===== src/rtl/multicycle_core.sv =====
// multicycle_core: multi-cycle processor core with one shared ALU.
// Each instruction steps through FETCH, DECODE, EXEC, MEM and WB. Instruction
// and data memories are external and answer through req/ready handshakes
// that may take any number of cycles.
//
// Ports:
//   clk, rst                 clock (rising edge), asynchronous active-high reset
//   imem_req/addr            fetch request and address (= PC)
//   imem_ready/rdata         fetch complete, 32-bit instruction word
//   dmem_req/we/addr/wdata   data access request (we=1 store, we=0 load)
//   dmem_ready/rdata         access complete, load data
//   retire                   one-cycle pulse per completed instruction
//   pc_out                   current PC
//   halted                   core stopped (HALT or illegal opcode)
//   illegal                  sticky, the stop was caused by an illegal opcode
//
// state  | meaning
// FETCH  | request imem[PC] until ready, capture IR
// DECODE | latch operands A/B, stop on HALT or illegal opcode
// EXEC   | ALU result / effective address / branch, NOP and BEQ retire here
// MEM    | data access until ready, STORE retires here
// WB     | write rd, retire
// STOP   | halted, no requests, PC frozen until reset
module multicycle_core #(
    parameter int DATA_WIDTH = 8,
    parameter int ADDR_WIDTH = 5,
    parameter int NUM_REGS   = 32
) (
    input  logic                  clk,
    input  logic                  rst,
    output logic                  imem_req,
    output logic [ADDR_WIDTH-1:0] imem_addr,
    input  logic                  imem_ready,
    input  logic [31:0]           imem_rdata,
    output logic                  dmem_req,
    output logic                  dmem_we,
    output logic [ADDR_WIDTH-1:0] dmem_addr,
    output logic [DATA_WIDTH-1:0] dmem_wdata,
    input  logic                  dmem_ready,
    input  logic [DATA_WIDTH-1:0] dmem_rdata,
    output logic                  retire,
    output logic [ADDR_WIDTH-1:0] pc_out,
    output logic                  halted,
    output logic                  illegal
);
    localparam int REG_IDX_W = (NUM_REGS > 1) ? $clog2(NUM_REGS) : 1;

    localparam logic [3:0] OP_NOP   = 4'd0;
    localparam logic [3:0] OP_ADD   = 4'd1;
    localparam logic [3:0] OP_SUB   = 4'd2;
    localparam logic [3:0] OP_AND   = 4'd3;
    localparam logic [3:0] OP_OR    = 4'd4;
    localparam logic [3:0] OP_LOAD  = 4'd5;
    localparam logic [3:0] OP_STORE = 4'd6;
    localparam logic [3:0] OP_BEQ   = 4'd7;
    localparam logic [3:0] OP_HALT  = 4'd8;
    localparam logic [3:0] OP_ADDI  = 4'd9;
    localparam logic [3:0] OP_ILL_MIN = 4'd10;

    localparam logic [ADDR_WIDTH-1:0] PC_ONE = ADDR_WIDTH'(1);

    typedef enum logic [2:0] {
        S_FETCH,
        S_DECODE,
        S_EXEC,
        S_MEM,
        S_WB,
        S_STOP
    } state_t;

    state_t                r_state;
    state_t                w_state_nxt;
    logic [ADDR_WIDTH-1:0] r_pc;
    logic [31:0]           r_ir;
    logic [DATA_WIDTH-1:0] r_a;
    logic [DATA_WIDTH-1:0] r_b;
    logic [DATA_WIDTH-1:0] r_res;
    logic [ADDR_WIDTH-1:0] r_maddr;
    logic                  r_illegal;
    logic [DATA_WIDTH-1:0] r_regs [NUM_REGS];

    logic [3:0]            w_op;
    logic [REG_IDX_W-1:0]  w_rd;
    logic [REG_IDX_W-1:0]  w_rs1;
    logic [REG_IDX_W-1:0]  w_rs2;
    logic [DATA_WIDTH-1:0] w_imm_d;
    logic [ADDR_WIDTH-1:0] w_imm_a;
    logic [DATA_WIDTH-1:0] w_alu_b;
    logic [DATA_WIDTH-1:0] w_alu;
    logic [ADDR_WIDTH-1:0] w_ea;
    logic [ADDR_WIDTH-1:0] w_pc_inc;
    logic                  w_imem_req;
    logic                  w_unused_ir;

    assign w_op  = r_ir[31:28];
    // Register index is the field modulo NUM_REGS, i.e. its low bits.
    assign w_rd  = r_ir[23 +: REG_IDX_W];
    assign w_rs1 = r_ir[18 +: REG_IDX_W];
    assign w_rs2 = r_ir[13 +: REG_IDX_W];

    // Immediate is sign-extended when the target is wider than 13 bits,
    // otherwise truncated.
    if (DATA_WIDTH > 13) begin : g_imm_d_sx
        assign w_imm_d = {{(DATA_WIDTH-13){r_ir[12]}}, r_ir[12:0]};
    end else begin : g_imm_d_tr
        assign w_imm_d = r_ir[DATA_WIDTH-1:0];
    end

    if (ADDR_WIDTH > 13) begin : g_imm_a_sx
        assign w_imm_a = {{(ADDR_WIDTH-13){r_ir[12]}}, r_ir[12:0]};
    end else begin : g_imm_a_tr
        assign w_imm_a = r_ir[ADDR_WIDTH-1:0];
    end

    // Upper immediate / index bits only matter for wider configurations.
    assign w_unused_ir = ^r_ir;

    // Single ALU: the immediate replaces B for ADDI and address generation.
    assign w_alu_b = (w_op == OP_ADDI || w_op == OP_LOAD || w_op == OP_STORE) ? w_imm_d : r_b;

    always_comb begin
        case (w_op)
            OP_SUB:  w_alu = r_a - w_alu_b;
            OP_AND:  w_alu = r_a & w_alu_b;
            OP_OR:   w_alu = r_a | w_alu_b;
            default: w_alu = r_a + w_alu_b;
        endcase
    end

    if (ADDR_WIDTH <= DATA_WIDTH) begin : g_ea_tr
        assign w_ea = w_alu[ADDR_WIDTH-1:0];
    end else begin : g_ea_zx
        assign w_ea = {{(ADDR_WIDTH-DATA_WIDTH){1'b0}}, w_alu};
    end

    assign w_pc_inc = r_pc + PC_ONE;

    always_comb begin
        w_state_nxt = r_state;
        w_imem_req  = 1'b0;
        dmem_req    = 1'b0;
        dmem_we     = 1'b0;
        retire      = 1'b0;
        case (r_state)
            S_FETCH: begin
                w_imem_req = 1'b1;
                if (imem_ready) w_state_nxt = S_DECODE;
            end
            S_DECODE: begin
                if (w_op >= OP_ILL_MIN || w_op == OP_HALT) w_state_nxt = S_STOP;
                else                                       w_state_nxt = S_EXEC;
            end
            S_EXEC: begin
                case (w_op)
                    OP_NOP, OP_BEQ: begin
                        retire      = 1'b1;
                        w_state_nxt = S_FETCH;
                    end
                    OP_LOAD, OP_STORE: w_state_nxt = S_MEM;
                    default:           w_state_nxt = S_WB;
                endcase
            end
            S_MEM: begin
                dmem_req = 1'b1;
                dmem_we  = (w_op == OP_STORE);
                if (dmem_ready) begin
                    if (w_op == OP_STORE) begin
                        retire      = 1'b1;
                        w_state_nxt = S_FETCH;
                    end else begin
                        w_state_nxt = S_WB;
                    end
                end
            end
            S_WB: begin
                retire      = 1'b1;
                w_state_nxt = S_FETCH;
            end
            S_STOP:  w_state_nxt = S_STOP;
            default: w_state_nxt = S_FETCH;
        endcase
    end

    // Reset leaves the core in FETCH; masking with rst keeps the fetch
    // request low until reset is released.
    assign imem_req   = w_imem_req & ~rst;
    assign imem_addr  = r_pc;
    assign pc_out     = r_pc;
    assign dmem_addr  = r_maddr;
    assign dmem_wdata = r_b;
    assign halted     = (r_state == S_STOP);
    assign illegal    = r_illegal;

    always_ff @(posedge clk or posedge rst) begin
        if (rst) begin
            r_state   <= S_FETCH;
            r_pc      <= '0;
            r_ir      <= '0;
            r_a       <= '0;
            r_b       <= '0;
            r_res     <= '0;
            r_maddr   <= '0;
            r_illegal <= 1'b0;
        end else begin
            r_state <= w_state_nxt;
            case (r_state)
                S_FETCH: begin
                    if (imem_ready) r_ir <= imem_rdata;
                end
                S_DECODE: begin
                    r_a <= r_regs[w_rs1];
                    r_b <= r_regs[w_rs2];
                    if (w_op >= OP_ILL_MIN) r_illegal <= 1'b1;
                end
                S_EXEC: begin
                    case (w_op)
                        OP_NOP:            r_pc    <= w_pc_inc;
                        OP_BEQ:            r_pc    <= (r_a == r_b) ? (r_pc + w_imm_a) : w_pc_inc;
                        OP_LOAD, OP_STORE: r_maddr <= w_ea;
                        default:           r_res   <= w_alu;
                    endcase
                end
                S_MEM: begin
                    if (dmem_ready) begin
                        if (w_op == OP_STORE) r_pc  <= w_pc_inc;
                        else                  r_res <= dmem_rdata;
                    end
                end
                S_WB:    r_pc <= w_pc_inc;
                default: ;
            endcase
        end
    end

    // r0 is never written, so it keeps its reset value of zero.
    always_ff @(posedge clk or posedge rst) begin
        if (rst) begin
            for (int i = 0; i < NUM_REGS; i++) r_regs[i] <= '0;
        end else if (r_state == S_WB && w_rd != '0) begin
            r_regs[w_rd] <= r_res;
        end
    end

endmodule


===== config.mk =====
export PLATFORM = sky130hd
export DESIGN_NAME = multicycle_core
export DESIGN_NICKNAME = d
export VERILOG_FILES = /design/src/rtl/multicycle_core.sv
export SDC_FILE = /design/constraint.sdc
export NUM_CORES = 1
export LEC_CHECK = 0
export ABC_CLOCK_PERIOD_IN_PS = 34500
export CORE_MARGIN = 2
export CORE_UTILIZATION = 53
export CTS_CLUSTER_DIAMETER = 200
export CTS_CLUSTER_SIZE = 12
export DETAILED_ROUTE_END_ITERATION = 8
export GPL_TIMING_DRIVEN = 0
export HOLD_SLACK_MARGIN = 0.02
export PLACE_DENSITY = 0.71
export SLEW_MARGIN = 20
export SYNTH_ARGS = -nofsm -noshare
export SYNTH_HDL_FRONTEND = slang
export SYNTH_SLANG_ARGS = --single-unit

===== constraint.sdc =====
create_clock -name clk -period 34.5 [get_ports clk]
set_input_delay 6.9 -clock clk [delete_from_list [all_inputs] [get_ports clk]]
set_output_delay 6.9 -clock clk [all_outputs]
set_load 0.005 [all_outputs]

* Word level (Yosys, flattened, before mapping)
Cells that the tools add are included.
Storage, ports and cells: input bits 44, word-level logic and storage cells 128, bits in registers 326
Operators by class: order comparisons 5, equal/unequal tests 20, multiplexer cells 33, add/sub/neg operators 4, reduce and logical (&&, ||, !) cells 19, bitwise logic cells 7
Operators with widths (count):
- bitwise mux 256 bit | 1
- binary-select mux 8 bit (select 5 bit) | 2
- two-way mux 8 bit | 9
- demux 8 bit (select 5 bit) | 1
- case mux 8 bit (3 select lines) | 1
- greater-or-equal comparator 6 bit, second input constant | 3
- inverter 5 -> 6 bit | 3
- equality test 4 x 3 -> 1 bit, second input constant | 4
- case mux 8 bit (2 select lines) | 1
- two-way mux 5 bit | 3
- case mux 3 bit (5 select lines) | 1
- case mux 5 bit (3 select lines) | 1
- two-way mux 3 bit | 4
- inequality test 2 bit, second input constant | 5
- case mux 5 bit (2 select lines) | 1
- adder 8 bit | 1
- bitwise AND 8 bit | 1
- equality test 4 x 2 -> 1 bit, second input constant | 2
- equality test 4 bit, second input constant | 2
- equality test 8 bit | 1
- bitwise OR 8 bit | 1
- AND reduction 2 bit | 4
- AND reduction 4 bit | 2
- subtractor 8 bit | 1
- other kinds (22) | 33

* Longest topological paths before layout
Gate-level depths: netlist (run 1).
depth in word-level cells 8, gate-level depth with buffers 15, mapped depth without buffers 14

* Worst setup path after synthesis (run 1)
No wires, ideal clock.
path type input-to-output, start in dmem_ready, end out retire, stages 4, setup slack 20027 ps, arrival 7573 ps, path through nand4_1 -> a21oi_1 -> a31oi_1 -> o31ai_4
Between the ends: cells in the longest elaborated chain, start to end 2
RTL lines:
- start, declared | line 39 | input logic dmem_ready,
- two-way mux 1 bit | line 166 | if (dmem_ready) begin
- case mux 1 bit (3 select lines) | line 144 | case (r_state)
- end, declared | line 41 | output logic retire,
Every way passes these cells.

* Worst setup path in the final report (run 1)
Ends and elaborated chain as after synthesis.

==> run summary, run 1 <==
outcome = completed
Worst-Margin Slew = 1.093 ns
Post CTS Setup Buffer Count = 0
dominant synthesized flop cell = dfrtp_1
Critical Path RT = 27.60 ns
sequential fraction of the synthesis area = 45.43%
Crit Reg-Reg Startpoint = r_ir[29]
hold path cells = 1
Lkg Pwr = 8.720 nW
PD cells = 96.47 mW/mm^2
Detailed Route WL = 48,190 um
Hold Crit Endpoint = illegal
Hold Startpoint = illegal
Max FO, Critical Path = 10
# resized after CTS = 0
Total Routing Usage GR = 28.24%
GPL Wtd Cong = 0.9518
antenna-violating nets left = 0
yosys warns = 0
reg2reg path depth = 12
input/output buffers = 67
syn_nets = 1,301
final number of setup-violating endpoints = 0
switching power = 0.0007840 W
top cells by area, synth = dfrtp_1 45%, mux4_2 20%, mux2_2 17%, clkbuf_1 1.6%, nand2_1 1.1%
hold_buf cts = 0
internal power of the cells = 0.001124 W
Gate Count Post-Synth = 1,244
Netlist Area Pre-Place = 0.01768 mm^2
final hold violations = 0
VDD IR-drop max = 0.05499 mV
Rows = 66
DIE HEIGHT = 186.7 um
layout cell share with drive strength beyond 1 = 39.08%
synthesized area per cell = 14.21 um^2
R2R Setup Slk = 30.84 ns
grt total ovfl = 0
Final min period = 15.88 ns
Num CTS Buffers = 30
CP Class = input port to output port
RR Endpoint = dmem_addr[3]
Worst-Skew Late Latency = 0.57 ns
max-cap check violation count = 0
#FFs+latches synth = 321
first-pass GRT wire length = 74,520 um
Clock H-tree levels = 1
synth unique cells = 73
Final nets = 1,403
Syn-to-layout area delta = 11.85%
die area = 0.03484 mm^2
core footprint = 0.03270 mm^2
Worst-path clk slew = 0.07 ns
Wirelength per Cell = 26.95 um
clk sink count = 321
Die X = 186.7 um
initial antenna violation count = 0
WHS = 0.4717 ns
cell taking the most area after synthesis = dfrtp_1
RSZ-0062 raised after global routing = false
Worst setup EP type = output port
Synth top area share = 45.43%
sum of negative setup slack = 0 ns
routed vias = 11.72k
Filler cells = 2,599
Residual DRC = 0
sequential power share = 32.3%
vias in the first global route = 11.58k
Max Root-Sink Buffers = 3
Fin Clk Skew = 0.01470 ns
Finished Core Util = 60.48%
Clock Power Share = 15.4%
DR iter-0 viols = 918
Arr. time, crit path = 8.98 ns
DR pass1 iterations = 5
num ports = 73
Post-synth EDFFs = 0
vias per cell = 6.556
Crit. Startpoint = dmem_ready
Synth async-reset ratio = 100.0%
sw frac = 41.10%
Slew Viols, Final = 0
Detail Placement HPWL = 35,510 um
Comb pwr share = 52.3%
Starting Density = 54.07%
root buf cell = clkbuf_16
ant diodes = 0
Max Clock Freq = 62.97 MHz
max_slew headroom = 26.47%
Hold Crit Class = register to register
CTS tree = built
period utilisation layout = 46.03%
startpoint types = input port
largest net degree at the start of global routing = 103
## worst max-delay path by stage
stage,end,slack (ns),depth (start not counted)
3_3_place_gp,r_regs[39],14.80,2
4_1_cts,retire,18.60,6
2_1_floorplan,dmem_addr[0],18.72,1
3_5_place_dp,retire,18.60,6
5_1_grt,retire,18.49,6
6_report,retire,18.62,6
## cell usage in the layout, fill, tap and decap left out, types with 6 or more instances in the layout
cell type	n
dfrtp_1	321
ha_1	11
inv_1	18
nor2b_1	7
a31oi_1	7
clkbuf_1	76
clkdlybuf4s50_1	67
nor3_1	7
xor2_1	15
buf_2	22
nor2_1	46
a21o_1	6
xnor2_1	11
mux2i_1	17
buf_4	8
nand2_1	50
o21ai_0	29
a21oi_1	36
nand2b_1	11
mux2_2	268
clkbuf_16	31
mux4_2	160
o21ai_1	6
## flip-flops by register name, summed over array words and instances (netlist names)
register / flops
r_regs: 256
imem_addr: 5
illegal: 1
dmem_wdata: 8
r_ir: 27
dmem_addr: 5
r_res: 8
r_state: 3
r_a: 8
## layout make-up
cell class	instances	area [um^2]	area share (%)
multi-input combinational	789	9081	45.92
tap	442	553.0	2.796
buffer	112	485.5	2.455
sequential	321	8033	40.62
inverter	22	90.09	0.4555
clock inverter	1	5.005	0.02531
timing repair buffer	70	753.2	3.809
clock buffer	31	775.7	3.923
## worst max-delay path: stages
cell,delay (ns)
clkdlybuf4s50_1,0.57
nand4_1,0.13
a21oi_1,0.19
a31oi_1,0.09
o31ai_4,0.50
clkdlybuf4s50_1,0.60
## cell usage after synthesis (8+ instances only)
| cell | n |
|---|---|
| nand2_1 | 50 |
| clkbuf_1 | 76 |
| xor2_1 | 15 |
| o21ai_0 | 29 |
| nand2b_1 | 11 |
| ha_1 | 11 |
| mux2_2 | 268 |
| buf_4 | 8 |
| a21oi_1 | 36 |
| nor2_1 | 46 |
| dfrtp_1 | 321 |
| mux4_2 | 160 |
| mux2i_1 | 17 |
| inv_1 | 19 |
| xnor2_1 | 11 |
| buf_2 | 22 |
## metrics by stage
step | instance area, um^2 | cells | setup WS [ns] | total power, W
6_report | 19780 | 1788 | 18.62 | 0.001908
2_1_floorplan | 17680 | 1244 | 18.72 | 0.001296
3_3_place_gp | 18910 | 1753 | 14.80 | 0.001577
3_5_place_dp | 19000 | 1756 | 18.60 | 0.001604
5_1_grt | 19780 | 1788 | 18.49 | 0.002018
4_1_cts | 19780 | 1788 | 18.60 | 0.001900
## power by group through the flow
stage / Combinational (W) / Sequential [W] / Clock (W)
2_1_floorplan: 0.000719 / 0.000577 / 0
3_3_place_gp: 0.000967 / 0.000610 / 0
3_5_place_dp: 0.000985 / 0.000618 / 0
4_1_cts: 0.000991 / 0.000613 / 0.000297
5_1_grt: 0.00107 / 0.000632 / 0.000312
6_report: 0.000998 / 0.000616 / 0.000293
## cell families (layout without fill, tap and decap cells)
group	count (synthesis)	count (layout)	share of synthesized area, %
buf+inv	134	236	3.213
xor+xnor	27	27	1.380
fa+ha+maj	16	16	1.182
flops	321	321	45.43
mux	450	450	38.73
simple gates	170	170	5.074
compound gates	126	126	4.996
## layer usage
| layer | up-vias | track usage, % | wire [um] |
|---|---|---|---|
| li1 | 4906 | - | - |
| met1 | 6208 | 39.94 | 20020 |
| met2 | 510 | 43.49 | 22140 |
| met3 | 98 | 5.567 | 3805 |
| met4 | 0 | 11.26 | 2226 |
| met5 | - | 0 | 0 |
Power figures use the tool's default switching activity.
==> inputs of run 2 (changes only) <==
--- a/config.mk
+++ b/config.mk
@@ -5,7 +5,7 @@
 export SDC_FILE = /design/constraint.sdc
 export NUM_CORES = 1
 export LEC_CHECK = 0
-export ABC_CLOCK_PERIOD_IN_PS = 34500
+export ABC_CLOCK_PERIOD_IN_PS = 14000
 export CORE_MARGIN = 2
 export CORE_UTILIZATION = 53
 export CTS_CLUSTER_DIAMETER = 200
@@ -13,7 +13,7 @@
 export DETAILED_ROUTE_END_ITERATION = 8
 export GPL_TIMING_DRIVEN = 0
 export HOLD_SLACK_MARGIN = 0.02
-export PLACE_DENSITY = 0.71
+export PLACE_DENSITY = 0.74
 export SLEW_MARGIN = 20
 export SYNTH_ARGS = -nofsm -noshare
 export SYNTH_HDL_FRONTEND = slang
==> constraint.sdc (replaced) <==
create_clock -name clk -period 14 [get_ports clk]
set_input_delay 2.8 -clock clk [delete_from_list [all_inputs] [get_ports clk]]
set_output_delay 2.8 -clock clk [all_outputs]
set_load 0.005 [all_outputs]
==> run 2 against run 1 <==
Compared with the run above: sequential share of layout area hardly changed; clock power up 150%; critical path depth unchanged; wire length up 2.3%; utilization barely moved; critical path type unchanged.
==> run summary, run 2 (synthesis results as in run 1) <==
outcome = completed
Final min period = 7.611 ns
Final nets = 1,403 (unchanged)
Post CTS Setup Buffer Count = 0 (unchanged)
register with the highest flop count = r_regs
hold path cells = 1 (unchanged)
root buf cell = clkbuf_16
CP Class = input port to output port
Starting Density = 54.07% (unchanged)
vias in the first global route = 11.75k (+1.4%)
max reg flops = 256 (unchanged)
Hold Crit Endpoint = illegal
Wirelength per Cell = 27.56 um (+2.3%)
placed insts = 1,756 (unchanged)
leading cell types in the layout, fill and taps excluded = 321 x dfrtp_1, 268 x mux2_2, 160 x mux4_2
Total Routing Usage GR = 28.65% (+0.41 points)
Max Clock Freq = 131.4 MHz
core footprint = 0.03270 mm^2 (unchanged)
Hold Crit Class = register to register
Worst-Skew Late Latency = 0.56 ns (about the same)
Lkg Pwr = 8.723 nW (about the same)
max-cap check violation count = 0 (unchanged)
Regs by FF count = r_regs (256), r_ir (27)
antenna-violating nets left = 0 (unchanged)
final number of setup-violating endpoints = 0 (unchanged)
Detail Placement HPWL = 35,530 um (about the same)
die area = 0.03484 mm^2 (unchanged)
largest net degree at the start of global routing = 107 (+3.9%)
DR iter-0 viols = 1,160 (+26%)
first-pass GRT wire length = 75,040 um (+0.69%)
Die X = 186.7 um (unchanged)
reg2reg path depth = 15 (+3)
Max FO, Critical Path = 10 (unchanged)
routed vias = 11.72k (-0.051%)
final hold violations = 0 (unchanged)
period utilisation layout = 54.36%
# resized after CTS = 0 (unchanged)
RSZ-0062 raised after global routing = false
DIE HEIGHT = 186.7 um (unchanged)
vias per cell = 6.553 (about the same)
Rows = 66 (unchanged)
hold_buf cts = 0 (unchanged)
Slew Viols, Final = 0 (unchanged)
Detailed Route WL = 49,270 um (+2.3%)
Worst-path clk slew = 0.07 ns (about the same)
R2R Setup Slk = 10.37 ns (-20.47 ns)
CTS tree = built
num ports = 73 (unchanged)
VDD IR-drop max = 0.1217 mV (+120%)
Worst-Margin Slew = 1.041 ns (-0.05218 ns)
max_slew headroom = 30.44% (+4.0 points)
Crit Reg-Reg Startpoint = r_ir[29]
GPL Wtd Cong = 0.9599 (+0.85%)
PD cells = 238.0 mW/mm^2 (+150%)
initial antenna violation count = 0 (unchanged)
grt total ovfl = 0 (unchanged)
final setup margin = 6.389 ns (-12.23 ns)
Arr. time, crit path = 4.81 ns (-4.17 ns)
Fin Clk Skew = 0.01238 ns (-0.002318 ns)
Hold Startpoint = illegal
most common cell after layout, fill and taps aside = dfrtp_1
ant diodes = 0 (unchanged)
startpoint types = input port
clk sink count = 321 (unchanged)
final std cells w/o fill = 1,788 (unchanged)
Critical Path RT = 11.20 ns (-16.40 ns)
Worst setup EP type = output port
RR Endpoint = r_res[6]
DR pass1 iterations = 5 (unchanged)
Syn-to-layout area delta = 11.85% (about the same)
layout cell share with drive strength beyond 1 = 39.15% (+0.074 points)
total power = 0.004708 W (+150%)
Clock H-tree levels = 1 (unchanged)
Num CTS Buffers = 30 (unchanged)
Setup WS pre-CTS = 6.400 ns (-12.20 ns)
Crit. Startpoint = dmem_ready
Residual DRC = 0 (unchanged)
Max Root-Sink Buffers = 3 (unchanged)
input/output buffers = 67 (unchanged)
-- run 2: worst max-delay path by stage --
stage / end / slack (ns) / cells past startpoint
final: retire / 6.39 / 6
after global routing: retire / 6.28 / 6
after CTS: retire / 6.39 / 6
after detailed placement: retire / 6.40 / 6
after global placement: r_regs[137] / -1.58 / 2
after floorplan: dmem_addr[0] / 2.32 / 1
-- run 2: final cells by class --
type | count | area, um^2
Multi-Input combinational cell | 789 | 9081
Clock inverter | 1 | 5.005
Inverter | 22 | 90.09
Tap cell | 442 | 553.0
Clock buffer | 31 | 775.7
Timing Repair Buffer | 70 | 753.2
Fill cell | 2545 | 12920
Sequential cell | 321 | 8033
Buffer | 112 | 486.7
-- run 2: through the flow --
stage	area, um^2	TNS [ns]	hold WS [ns]	util [%]
final	19780	0	0.4741	60.48
after global routing	19780	0	0.4977	60.48
after CTS	19780	0	0.4736	60.48
after detailed placement	19000	0	0.4570	58.09
after global placement	18910	-500.46	0.4521	57.81
after floorplan	17680	0	0.4413	-
-- run 2: power breakdown --
part	internal [W]	switching [W]
registers	0.00124	0.000283
logic	0.00115	0.00131
clock network	0.000386	0.000339
-- run 2: worst max-delay path, stage by stage --
cell,delay (ns)
clkdlybuf4s50_1,0.55
nand4_1,0.11
a21oi_1,0.17
a31oi_1,0.08
o31ai_4,0.50
clkdlybuf4s50_1,0.60
-- run 2: per-layer routing --
layer	routed length [um]	part of all wire (%)	vias to the layer above	track usage, %
li1	-	-	4931	-
met1	20050	41	6169	39.59
met2	23550	48	513	46.33
met3	3728	7.6	103	4.852
met4	1950	4.0	0	10.13
met5	0	0	-	0
==> inputs of run 3 (changes only) <==
--- a/config.mk
+++ b/config.mk
@@ -5,7 +5,7 @@
 export SDC_FILE = /design/constraint.sdc
 export NUM_CORES = 1
 export LEC_CHECK = 0
-export ABC_CLOCK_PERIOD_IN_PS = 14000
+export ABC_CLOCK_PERIOD_IN_PS = 7500
 export CORE_MARGIN = 2
 export CORE_UTILIZATION = 53
 export CTS_CLUSTER_DIAMETER = 200
@@ -13,7 +13,7 @@
 export DETAILED_ROUTE_END_ITERATION = 8
 export GPL_TIMING_DRIVEN = 0
 export HOLD_SLACK_MARGIN = 0.02
-export PLACE_DENSITY = 0.74
+export PLACE_DENSITY = 0.71
 export SLEW_MARGIN = 20
 export SYNTH_ARGS = -nofsm -noshare
 export SYNTH_HDL_FRONTEND = slang
==> constraint.sdc (replaced) <==
create_clock -name clk -period 7.5 [get_ports clk]
set_input_delay 1.5 -clock clk [delete_from_list [all_inputs] [get_ports clk]]
set_output_delay 1.5 -clock clk [all_outputs]
set_load 0.005 [all_outputs]
==> run 3 against run 2 <==
Compared with the run above: first-iteration DRC count decreased by 9.7%; critical path depth is the same; critical endpoint unchanged; die area stayed put; clock power grew 88%.
==> run summary, run 3 (synthesis results as in run 1) <==
Wirelength per Cell = 27.36 um (-0.72%)
vias per cell = 6.576 (+0.36%)
final hold violations = 0 (unchanged)
largest net degree at the start of global routing = 35 (-67%)
Filler cells = 2,514 (-1.2%)
max_slew headroom = 29.08% (-1.4 points)
sequential power share = 32.2% (about the same)
Critical Path RT = 6.00 ns (-5.20 ns)
CTS tree = built
final std cells w/o fill = 1,797 (+0.50%)
Num CTS Buffers = 30 (unchanged)
switching power = 0.003628 W (+87%)
Worst-Skew Late Latency = 0.56 ns (about the same)
period utilisation layout = 67.40%
RSZ-0062 raised after global routing = false
Detailed Route WL = 49,160 um (-0.22%)
Worst-Margin Slew = 1.064 ns (+0.02319 ns)
Post CTS Setup Buffer Count = 0 (unchanged)
ant diodes = 0 (unchanged)
Residual DRC = 0 (unchanged)
initial antenna violation count = 0 (unchanged)
clk sink count = 321 (unchanged)
placed insts = 1,765 (+0.51%)
layout cell share with drive strength beyond 1 = 39.48% (+0.33 points)
Arr. time, crit path = 3.55 ns (-1.26 ns)
VDD IR-drop max = 0.3080 mV (+150%)
grt total ovfl = 0 (unchanged)
Final nets = 1,412 (+0.64%)
num ports = 73 (unchanged)
GPL Wtd Cong = 0.9778 (+1.9%)
Lkg Pwr = 8.799 nW (+0.87%)
internal power of the cells = 0.005181 W (+87%)
DIE HEIGHT = 186.7 um (unchanged)
Slew Viols, Final = 0 (unchanged)
outcome = completed
core footprint = 0.03270 mm^2 (unchanged)
sum of negative setup slack = 0 ns (unchanged)
CP Class = input port to output port
Fin Clk Skew = 0.01356 ns (+0.001175 ns)
max-cap check violation count = 0 (unchanged)
antenna-violating nets left = 0 (unchanged)
Worst setup EP type = output port
sw frac = 41.18% (+0.044 points)
register with the highest flop count = r_regs
Hold Crit Class = register to register
Max Root-Sink Buffers = 3 (unchanged)
Detail Placement HPWL = 36,460 um (+2.6%)
PD cells = 441.5 mW/mm^2 (+85%)
# resized after CTS = 0 (unchanged)
Syn-to-layout area delta = 12.84%
Max Clock Freq = 197.8 MHz
Worst-path clk slew = 0.07 ns (about the same)
Starting Density = 54.07% (unchanged)
Max FO, Critical Path = 10 (unchanged)
vias in the first global route = 12.01k (+2.3%)
max reg flops = 256 (unchanged)
most common cell after layout, fill and taps aside = dfrtp_1
routed vias = 11.82k (+0.86%)
Final min period = 5.055 ns
DR pass1 iterations = 7 (+2)
Comb pwr share = 52.3% (about the same)
hold_buf cts = 0 (unchanged)
final number of setup-violating endpoints = 0 (unchanged)
startpoint types = input port
Total Routing Usage GR = 28.76% (+0.11 points)
first-pass GRT wire length = 76,090 um (+1.4%)
root buf cell = clkbuf_16
leading cell types in the layout, fill and taps excluded = 321 x dfrtp_1, 268 x mux2_2, 160 x mux4_2
Die X = 186.7 um (unchanged)
Clock H-tree levels = 1 (unchanged)
die area = 0.03484 mm^2 (unchanged)
DR iter-0 viols = 1,048 (-9.7%)
Regs by FF count = r_regs (256), r_ir (27)
input/output buffers = 67 (unchanged)
Rows = 66 (unchanged)
Clock Power Share = 15.4% (about the same)
run 3: cell types whose count changed in the layout (fill, tap and decap cells not counted), sizes merged:
cell / previous run / this run
buf: 39 / 48
clkinvlp: 0 / 1
inv: 22 / 21
run 3: area by class of cell:
| class | instances | area (um^2) | share of cell area, % |
|---|---|---|---|
| Sequential cell | 321 | 8033 | 40.26 |
| Inverter | 22 | 86.33 | 0.4327 |
| Buffer | 112 | 485.5 | 2.433 |
| Clock buffer | 31 | 775.7 | 3.888 |
| Clock inverter | 1 | 5.005 | 0.02508 |
| Tap cell | 442 | 553.0 | 2.772 |
| Timing Repair Buffer | 79 | 933.4 | 4.678 |
| Multi-Input combinational cell | 789 | 9081 | 45.51 |
run 3: final timing paths:
path	start	endpoint	slack, ns	cells past startpoint
min in group asynchronous	rst	r_state[2]	1.28	2
max reg2reg	r_ir[29]	r_res[6]	3.86	15
min	illegal	illegal	0.48	1
min reg2reg	illegal	illegal	0.48	1
max	dmem_ready	retire	2.45	6
max in group asynchronous	rst	r_regs[130]	5.03	6
run 3: metrics by stage:
| step | cell area [um^2] | worst slack (ns) | utilization, % | hold WS, ns | power (W) |
|---|---|---|---|---|---|
| finish | 19950 | 2.445 | 61.02 | 0.4757 | 0.008809 |
| global placement | 18910 | -0.5227 | 57.82 | 0.4505 | 0.007260 |
| floorplan | 17690 | 1.719 | - | 0.4413 | 0.005961 |
| detailed placement | 19170 | 2.460 | 58.63 | 0.4568 | 0.007402 |
| global route | 19950 | 2.348 | 61.02 | 0.5020 | 0.009270 |
| CTS | 19950 | 2.452 | 61.02 | 0.4764 | 0.008770 |
run 3: worst max-delay path, stage by stage:
cell and delay (ns):
clkdlybuf4s50_1 0.58, nand4_1 0.12, a21oi_1 0.16, a31oi_1 0.08
o31ai_4 0.51, clkdlybuf4s50_1 0.60
run 3: power by group through the flow:
stage	Clock, W	Combinational, W	Sequential, W
CTS	0.00137	0.00458	0.00282
global placement	0	0.00445	0.00281
detailed placement	0	0.00455	0.00285
floorplan	0	0.00331	0.00265
global route	0.00145	0.00492	0.00291
finish	0.00136	0.00461	0.00284
run 3: per-layer routing:
layer  track usage [%]  vias up  part of all wire, %
li1                  -     4928                    -
met1             40.36     6243                   42
met2             44.98      533                   47
met3             4.815      113                  7.1
met4             12.03        0                  4.6
met5                 0        -                    0
